`config.mk`:
```
export PLATFORM = sky130hd
export DESIGN_NAME = mtr_drv_pwm
export DESIGN_NICKNAME = d
export VERILOG_FILES = /design/src/rtl/mtr_drv_pwm.sv
export SDC_FILE = /design/constraint.sdc
export NUM_CORES = 1
export LEC_CHECK = 0
export CORE_ASPECT_RATIO = 1.75
export CORE_MARGIN = 10
export CORE_UTILIZATION = 51
export CTS_CLUSTER_DIAMETER = 120
export CTS_CLUSTER_SIZE = 28
export DETAILED_ROUTE_END_ITERATION = 10
export MAX_ROUTING_LAYER = met4
export PLACE_DENSITY_LB_ADDON = 0.25
export SYNTH_ARGS = -nofsm -noshare
export SYNTH_HDL_FRONTEND = slang
export SYNTH_SLANG_ARGS = --single-unit
```
`constraint.sdc`:
```
create_clock -name clk -period 1.88 [get_ports clk]
set_input_delay 0.47 -clock clk [delete_from_list [all_inputs] [get_ports clk]]
set_output_delay 0.47 -clock clk [all_outputs]
set_load 0.03 [all_outputs]
```
`src/rtl/mtr_drv_pwm.sv`:
```
// mtr_drv_pwm: converts signed left/right speed commands into complementary
// high/low PWM pairs for two H-bridges. Duties are held in shadow registers
// that reload only at the end of each 2048-cycle period. A per-period
// over-current sampler trips a sticky FAULT state that only rst clears.
// dbg_state_o exposes the control FSM state (0=OFF, 1=RUN, 2=FAULT).
module mtr_drv_pwm #(
  parameter logic [10:0] NONOVERLAP = 11'h020,
  parameter logic [3:0]  OVR_LIMIT  = 4'd5
) (
  input  logic        clk,
  input  logic        rst,
  input  logic        en,
  input  logic [11:0] lft_spd,
  input  logic [11:0] rght_spd,
  input  logic        ovr_I,
  output logic        lft_PWM1,
  output logic        lft_PWM2,
  output logic        rght_PWM1,
  output logic        rght_PWM2,
  output logic        PWM_synch,
  output logic        fault,
  output logic [1:0]  dbg_state_o
);

  typedef enum logic [1:0] {
    ST_OFF   = 2'd0,
    ST_RUN   = 2'd1,
    ST_FAULT = 2'd2
  } state_e;

  localparam logic [10:0] CNT_LAST = 11'h7FF;

  // Synchronizer flops for the two asynchronous inputs
  logic en_meta_q, en_sync_q;
  logic ovr_meta_q, ovr_sync_q;

  // Period counter and duty shadows
  logic [10:0] cnt_q;
  logic [10:0] lft_duty_q, rght_duty_q;
  logic [10:0] lft_duty_d, rght_duty_d;

  // Control FSM and over-current counter
  state_e     state_q, state_d;
  logic [3:0] ovr_cnt_q, ovr_cnt_d;

  // Registered outputs
  logic lft_p1_q, lft_p2_q, rght_p1_q, rght_p2_q;
  logic lft_p1_d, lft_p2_d, rght_p1_d, rght_p2_d;
  logic synch_q, fault_q;
  logic synch_d, fault_d;

  // Combinational helpers
  logic period_end;
  logic drive_en;
  logic lft_cmp1, lft_cmp2, rght_cmp1, rght_cmp2;

  // Saturate spd + 1024 (computed 13-bit signed) into the 11-bit duty range.
  function automatic logic [10:0] sat_duty(input logic [11:0] spd);
    logic [12:0] sum;
    sum = {spd[11], spd} + 13'h0400;
    if (sum[12]) begin
      sat_duty = 11'h000;          // negative sum clamps to 0
    end else if (sum[11]) begin
      sat_duty = 11'h7FF;          // sum >= 2048 clamps to 2047
    end else begin
      sat_duty = sum[10:0];
    end
  endfunction

  // High side on from NONOVERLAP up to duty; low side on from duty+NONOVERLAP.
  // Both compares are done at 12 bits so duty+NONOVERLAP cannot wrap.
  function automatic logic cmp_hi(input logic [10:0] cnt, input logic [10:0] duty);
    cmp_hi = ({1'b0, cnt} >= {1'b0, NONOVERLAP}) && ({1'b0, cnt} < {1'b0, duty});
  endfunction

  function automatic logic cmp_lo(input logic [10:0] cnt, input logic [10:0] duty);
    cmp_lo = {1'b0, cnt} >= ({1'b0, duty} + {1'b0, NONOVERLAP});
  endfunction

  // Two-flop synchronizers for en and ovr_I
  always_ff @(posedge clk or posedge rst) begin
    if (rst) begin
      en_meta_q  <= 1'b0;
      en_sync_q  <= 1'b0;
      ovr_meta_q <= 1'b0;
      ovr_sync_q <= 1'b0;
    end else begin
      en_meta_q  <= en;
      en_sync_q  <= en_meta_q;
      ovr_meta_q <= ovr_I;
      ovr_sync_q <= ovr_meta_q;
    end
  end

  // Free-running period counter, wraps 2047 -> 0 in every state
  always_ff @(posedge clk or posedge rst) begin
    if (rst) begin
      cnt_q <= 11'h000;
    end else begin
      cnt_q <= cnt_q + 11'h001;
    end
  end

  // Saturated duty of the live commands and shadow-load selection
  always_comb begin
    period_end  = (cnt_q == CNT_LAST);
    lft_duty_d  = lft_duty_q;
    rght_duty_d = rght_duty_q;
    if (period_end) begin
      lft_duty_d  = sat_duty(lft_spd);
      rght_duty_d = sat_duty(rght_spd);
    end
  end

  // Duty shadows reload only at the period boundary, in every state
  always_ff @(posedge clk or posedge rst) begin
    if (rst) begin
      lft_duty_q  <= 11'h400;
      rght_duty_q <= 11'h400;
    end else begin
      lft_duty_q  <= lft_duty_d;
      rght_duty_q <= rght_duty_d;
    end
  end

  // FSM state and over-current counter registers
  always_ff @(posedge clk or posedge rst) begin
    if (rst) begin
      state_q   <= ST_OFF;
      ovr_cnt_q <= 4'd0;
    end else begin
      state_q   <= state_d;
      ovr_cnt_q <= ovr_cnt_d;
    end
  end

  // Next-state logic: fault trip beats en deassert at a boundary
  always_comb begin
    state_d   = state_q;
    ovr_cnt_d = ovr_cnt_q;
    unique case (state_q)
      ST_OFF: begin
        ovr_cnt_d = 4'd0;
        if (period_end && en_sync_q) begin
          state_d = ST_RUN;
        end
      end
      ST_RUN: begin
        if (period_end) begin
          if (ovr_sync_q) begin
            if (ovr_cnt_q != 4'hF) begin
              ovr_cnt_d = ovr_cnt_q + 4'd1;
            end
          end else begin
            ovr_cnt_d = 4'd0;
          end
        end
        if (period_end && ovr_sync_q && (ovr_cnt_d == OVR_LIMIT)) begin
          state_d = ST_FAULT;
        end else if (!en_sync_q) begin
          state_d   = ST_OFF;
          ovr_cnt_d = 4'd0;
        end
      end
      ST_FAULT: begin
        state_d = ST_FAULT;
      end
      default: begin
        state_d   = ST_OFF;
        ovr_cnt_d = 4'd0;
      end
    endcase
  end

  // Output compare; bridges only drive while the FSM stays in RUN
  always_comb begin
    lft_cmp1  = cmp_hi(cnt_q, lft_duty_q);
    lft_cmp2  = cmp_lo(cnt_q, lft_duty_q);
    rght_cmp1 = cmp_hi(cnt_q, rght_duty_q);
    rght_cmp2 = cmp_lo(cnt_q, rght_duty_q);
    drive_en  = (state_q == ST_RUN) && (state_d == ST_RUN);
    lft_p1_d  = drive_en && lft_cmp1;
    lft_p2_d  = drive_en && lft_cmp2;
    rght_p1_d = drive_en && rght_cmp1;
    rght_p2_d = drive_en && rght_cmp2;
    synch_d   = period_end;
    fault_d   = (state_d == ST_FAULT);
  end

  // Registered PWM, synch and fault outputs (uniform one-cycle lag)
  always_ff @(posedge clk or posedge rst) begin
    if (rst) begin
      lft_p1_q  <= 1'b0;
      lft_p2_q  <= 1'b0;
      rght_p1_q <= 1'b0;
      rght_p2_q <= 1'b0;
      synch_q   <= 1'b0;
      fault_q   <= 1'b0;
    end else begin
      lft_p1_q  <= lft_p1_d;
      lft_p2_q  <= lft_p2_d;
      rght_p1_q <= rght_p1_d;
      rght_p2_q <= rght_p2_d;
      synch_q   <= synch_d;
      fault_q   <= fault_d;
    end
  end

  assign lft_PWM1    = lft_p1_q;
  assign lft_PWM2    = lft_p2_q;
  assign rght_PWM1   = rght_p1_q;
  assign rght_PWM2   = rght_p2_q;
  assign PWM_synch   = synch_q;
  assign fault       = fault_q;
  assign dbg_state_o = state_q;

endmodule

```
; ---- After elaboration in Yosys (flattened, before gate mapping)
; Index checks and enable logic that the tools add are counted.
[totals]
ram_bits = 0
in_bits = 28
wordCells = 59
romBits = 0
memories = 0
output_inout_bits = 8
register_bits = 49
latchBits = 0
[op_classes]
order_cmp = 5
n_reduce_logical = 11
mux = 15
eq_ne = 7
multipliers = 0
n_addsub = 6
n_div = 0
shift = 0
bitwise_logic = 0
[ops]
columns = operator, n
row1 = two-way mux 11 bit, 4
row2 = adder 12 x 12 -> 13 bit (second input constant), 2
row3 = adder 11 x 6 -> 12 bit (second input constant), 2
row4 = >= comparator 11 x 12 -> 1 bit, 2
row5 = two-way mux 4 bit, 6
row6 = less-than comparator 11 bit, 2
row7 = adder 11 x 1 -> 11 bit (second input constant), 1
row8 = == test 11 bit (second input constant), 1
row9 = >= comparator 11 x 6 -> 1 bit (second input constant), 1
row10 = logical AND 1 bit, 10
row11 = one-hot mux 4 bit (2 select lines), 1
row12 = two-way mux 2 bit, 3
row13 = one-hot mux 2 bit (3 select lines), 1
row14 = adder 4 x 1 -> 4 bit (second input constant), 1
row15 = == test 2 x 1 -> 1 bit (second input constant), 2
row16 = == test 2 bit (second input constant), 2
row17 = == test 4 x 3 -> 1 bit (second input constant), 1
row18 = inequality test 4 bit (second input constant), 1
row19 = zero test 2 bit, 1

; ---- Depth between registers and ports, before layout
; Gate-level depths: netlist (run 1).
[logic_depth]
ltp_word = 12
depth_mapped = 9
mapped_depth_nobuf = 9

; ---- Least setup slack after synthesis (run 1)
; Ideal clock, no wire load.
[synth_timing]
path_kind = reg-to-reg
start = register ovr_cnt_q[0]
end = register lft_p1_q, in the netlist lft_PWM1
synth_period_minus_slack_ns = 1.840
slack_ns = 0.040
arrival_ns = 1.733
setup_ns = 0.107
n_path_buf = 0
path_stages_with_launch = 7
required_ns = 1.773
path_cell_list = dfrtp_1 -> ha_1 -> and4_4 -> mux2_4 -> a41oi_4 -> o31ai_2 -> a2111oi_4
[synth_between]
elab_chain_len = 12
elab_cells_between_ends = 13
cone_classes = add/sub (1) / eq/ne (3) / mux (6) / reduce/logical (3)
[synth_rtl]
columns = item, line_no
row1 = start: declaration, 44  ; logic [3:0] ovr_cnt_q, ovr_cnt_d;
row2 = start signal: assignment, 133  ; ovr_cnt_q <= ovr_cnt_d;
row3 = adder 4 x 1 -> 4 bit or inequality test 4 bit (tied branches), "152, 151"
row4 = two-way mux 4 bit, 151  ; if (ovr_cnt_q != 4'hF) begin
row5 = two-way mux 4 bit, 150  ; if (ovr_sync_q) begin
row6 = two-way mux 4 bit (*), 149  ; if (period_end) begin
row7 = two-way mux 4 bit (*), 141  ; unique case (state_q)
row8 = == test 4 x 3 -> 1 bit (*), 158  ; if (period_end && ovr_sync_q && (ovr_cnt_d == OVR_LIMIT)) begin
row9 = logical AND 1 bit (*), 158
row10 = two-way mux 2 bit (*), 158
row11 = one-hot mux 2 bit (3 select lines) (*), 141
row12 = == test 2 x 1 -> 1 bit (*), 181  ; drive_en = (state_q == ST_RUN) && (state_d == ST_RUN);
row13 = logical AND 1 bit (*), 181
row14 = logical AND 1 bit (*), 182  ; lft_p1_d = drive_en && lft_cmp1;
row15 = via lft_p1_d, 48  ; logic lft_p1_d, lft_p2_d, rght_p1_d, rght_p2_d;
row16 = end signal: assignment, 200  ; lft_p1_q <= lft_p1_d;
row17 = end: declaration, 47  ; logic lft_p1_q, lft_p2_q, rght_p1_q, rght_p2_q;
; The timed path passes the listed nets; every way through them passes the cells marked *. The select of a mux whose other input is x is not followed.
; A chain may end at the register's enable or synchronous reset.

; ---- Worst setup path after layout (run 1)
; Same ends and word-level chain as after synthesis.

==> results.json, run 1 <==
{
  "post_synth.cell_area_avg_sq_um": 9.209,
  "min_period_over_period": 0.9997,
  "syn_nets": 418,
  "timing.rr.end": "lft_PWM1",
  "synth_commonest_cells": "dfrtp_1, inv_1, ha_1",
  "drive_gt1_frac": 0.1345,
  "synth_xor_area_frac": 0.04933,
  "relSlewSlack": 0.7416,
  "reg2reg_setup_slack_ns": 0.0006,
  "hold_viol": 0,
  "track_usage": 0.1577,
  "crit_path_max_incr_delay_ns": 0.39,
  "io_pins": 36,
  "drt_first_pass_iters": 4,
  "h-tree-depth": 2,
  "netlist-cell-type-count": 46,
  "cts-root-buf": "clkbuf_8",
  "pwr-share-comb": 0.078,
  "min_path_type": "reg2reg",
  "wl_mm": 7.261,
  "cts_buffers": 5,
  "core-area_sq_mm": 0.006133,
  "nFillCells": 538,
  "grt_max_degree": 50,
  "hold_path_depth": 0,
  "hold_path_startpoint": "en_meta_q",
  "worstMarginPinSlew_ns": 0.3866,
  "yosysMostFrequentCell": "dfrtp_1",
  "ir_worst_vdd_mv": 0.4957,
  "synthAdderAreaFrac": 0.1684,
  "ctsHoldBuffers": 0,
  "cp-end-kind": "flop",
  "wl_per_cell_microns": 14.85,
  "synthCells": 347,
  "clk_pin_slew_ns": 0.09,
  "synth-compound-area-share": 0.1621,
  "path_buf_inv": 0,
  "dr_wl_met2_mm": 4.144,
  "seq_area_frac_synth": 0.3845,
  "die_w_microns": 79.84,
  "leakage_nw": 2.012,
  "placementRows": 38,
  "swShare": 0.2407,
  "first_global_vias": 2698,
  "finalPower_mw": 1.834,
  "cpMaxStageDelayCell": "dfrtp_1",
  "multiInputGateArea_sq_mm": 0.001795,
  "clock_latency_ns": 0.32,
  "die_area_sq_mm": 0.009957,
  "num_antenna_cells": 0,
  "r2r_start": "ovr_cnt_q[0]",
  "finClkSkew_ns": 0.006197,
  "yosysWarnings": 0,
  "p_switching_uw": 441.3,
  "whs_endpoint": "en_sync_q",
  "cp_cell_sequence": "ha_1 -> and4_4 -> mux2_4 -> a41oi_4 -> o31ai_2 -> a2111oi_4",
  "cts_tree": "built",
  "worstPathRequired_ns": 2.09,
  "internal_power_mw": 1.392,
  "initial_core_util": 0.5210,
  "finalSetupViolCount": 0,
  "wl_met1_mm": 2.752,
  "num_vias": 2644,
  "synth_top_family_by_area": "adder cells",
  "final_nets": 479,
  "r2r_cells": 6,
  "power-per-cell-area_mw_per_mm2": 463.6,
  "synth_edf_count": 0,
  "synthMuxAreaShare": 0.007831,
  "wl_met3_microns": 209,
  "gp_congestion": 0.9377,
  "syn_area_sq_mm": 0.003196,
  "die_y_microns": 124.7,
  "synth_simple_gate_area_frac": 0.1621,
  "synth_area_leader_cell": "dfrtp_1",
  "cap_violations": 0,
  "yosys_most_used_dff": "dfrtp_1",
  "dpl_cell_area_sq_mm": 0.003812,
  "antenna_found_initial": 0,
  "critPathKind": "reg2reg",
  "worstPathArrival_ns": 2.09,
  "numClockSinks": 49,
  "pre_cts_ws_ns": -0.02523,
  "synth_top_area_frac": 0.3681,
  "worst_slack_ns": 0.0006164,
  "detail-route-antenna-nets": 0,
  "fin_area_sq_mm": 0.003955,
  "crit_family": "compound AO/OA/AOI/OAI gates",
  "outcome": "finished, final reports clean",
  "regArea_sq_mm": 0.001230,
  "startpoint_type": "flop",
  "seq_power_share": 0.578,
  "cp_max_fo": 3,
  "highest_layer": "met4",
  "synth-seq-cells": 49,
  "drc_errors": 0,
  "grt_pass1_wl_mm": 12.34,
  "clock_path_buffers": 2,
  "min_period_ns": 1.879,
  "async_reset_ff_frac": 1.000,
  "viasPerCell": 5.407,
  "maxSlewViolCount": 0,
  "p_clk_frac": 0.344,
  "drt_first_iter_violations": 100,
  "hpwl_mm": 5.710,
  "area_growth_pct": 23.77,
  "timing.fmax_mhz": 532.1,
  "overflow": 0,
  "rsz0062_at_grt": "true",
  "port_buffers": 35,
  "synth_area_leaders": "dfrtp_1, ha_1, inv_1, o21ai_0, xnor2_1"
}
-- repair_timing --
item                                    in CTS  in global routing
pin swaps                                    0                  7
endpoints found under the setup margin       3                  9
endpoints found under the hold margin        0                  0
buffers inserted                             2                  0
resized for setup                            3                 14
-- stage by stage --
step | util | TNS, ns | hold slack, ns | std cells
global route | 0.6448 | -0.1553 | 0.3655 | 489
detailed placement | 0.6216 | -0.03152 | 0.3371 | 479
global placement | 0.6216 | 0 | 0.3364 | 479
finish | 0.6448 | 0 | 0.3572 | 489
CTS | 0.6377 | 0 | 0.3578 | 489
floorplan | - | 0 | 0.3312 | 347
-- flip-flops by register name (all words and copies together) (netlist names), 2 cells and up --
| name | count |
|---|---|
| cnt_q | 11 |
| lft_duty_q | 11 |
| rght_duty_q | 11 |
| ovr_cnt_q | 4 |
| dbg_state_o | 2 |
-- per-layer routing --
| metal | global-route usage | vias to the layer above |
|---|---|---|
| met5 | - | - |
| met4 | 0.05625 | 0 |
| met3 | 0.03251 | 13 |
| met2 | 0.2885 | 36 |
| met1 | 0.1564 | 1267 |
| li1 | - | 1328 |
-- logic make-up (layout without fill, tap and decap cells) --
| group | Yosys count | after routing |
|---|---|---|
| AND/OR/NAND/NOR | 98 | 98 |
| AO/OA/AOI/OAI | 82 | 82 |
| buffers and inverters | 55 | 117 |
| flip-flops | 49 | 49 |
| adder cells (fa/ha/maj) | 43 | 43 |
| XOR/XNOR | 18 | 18 |
| multiplexers | 2 | 2 |
-- placed cells by master, fill, tap and decap left out, types with 5 or more instances in the layout --
cell type,count
inv_1,45
buf_4,25
a21oi_1,24
o21ai_0,32
nand2_1,31
dfrtp_1,46
nor3_1,5
nor2b_1,8
nand3_1,14
clkbuf_8,5
clkdlybuf4s50_1,33
ha_1,40
xnor2_1,14
nor2_1,10
-- power by group through the flow --
| stage | registers, mW | logic (mW) | clock network, mW |
|---|---|---|---|
| floorplan | 1.08 | 0.0643 | 0 |
| global placement | 1.08 | 0.142 | 0 |
| detailed placement | 1.08 | 0.145 | 0 |
| CTS | 1.06 | 0.145 | 0.642 |
| global route | 1.06 | 0.162 | 0.694 |
| finish | 1.06 | 0.143 | 0.631 |
-- layout make-up --
type	count	share of cell area
Clock buffer	5	0.01740
Clock inverter	3	0.004429
Inverter	47	0.04461
Multi-Input combinational cell	243	0.4540
Sequential cell	49	0.3110
Tap cell	80	0.02531
Timing Repair Buffer	62	0.1433
-- how the worst max path moves through the flow --
stage          depth (start not counted)         start              to  slack (ns)
2_1_floorplan                          6  ovr_cnt_q[0]        lft_PWM1        0.04
3_3_place_gp                           5  rght_spd[10]  rght_duty_q[0]        0.03
3_5_place_dp                           5   lft_spd[10]   lft_duty_q[0]       -0.03
4_1_cts                                6  ovr_cnt_q[0]        lft_PWM1       0.006
5_1_grt                                6  ovr_cnt_q[0]        lft_PWM1       -0.06
6_report                               6  ovr_cnt_q[0]        lft_PWM1      0.0006
Power figures use the tool's default switching activity.
==> run 2: changes to the inputs <==
--- a/config.mk
+++ b/config.mk
@@ -13,6 +13,7 @@
 export DETAILED_ROUTE_END_ITERATION = 10
 export MAX_ROUTING_LAYER = met4
 export PLACE_DENSITY_LB_ADDON = 0.25
+export SLEW_MARGIN = 30
 export SYNTH_ARGS = -nofsm -noshare
 export SYNTH_HDL_FRONTEND = slang
 export SYNTH_SLANG_ARGS = --single-unit
==> results of run 2 <==
Same layout as run 1: the final DEF is identical, and so are final timing and power.
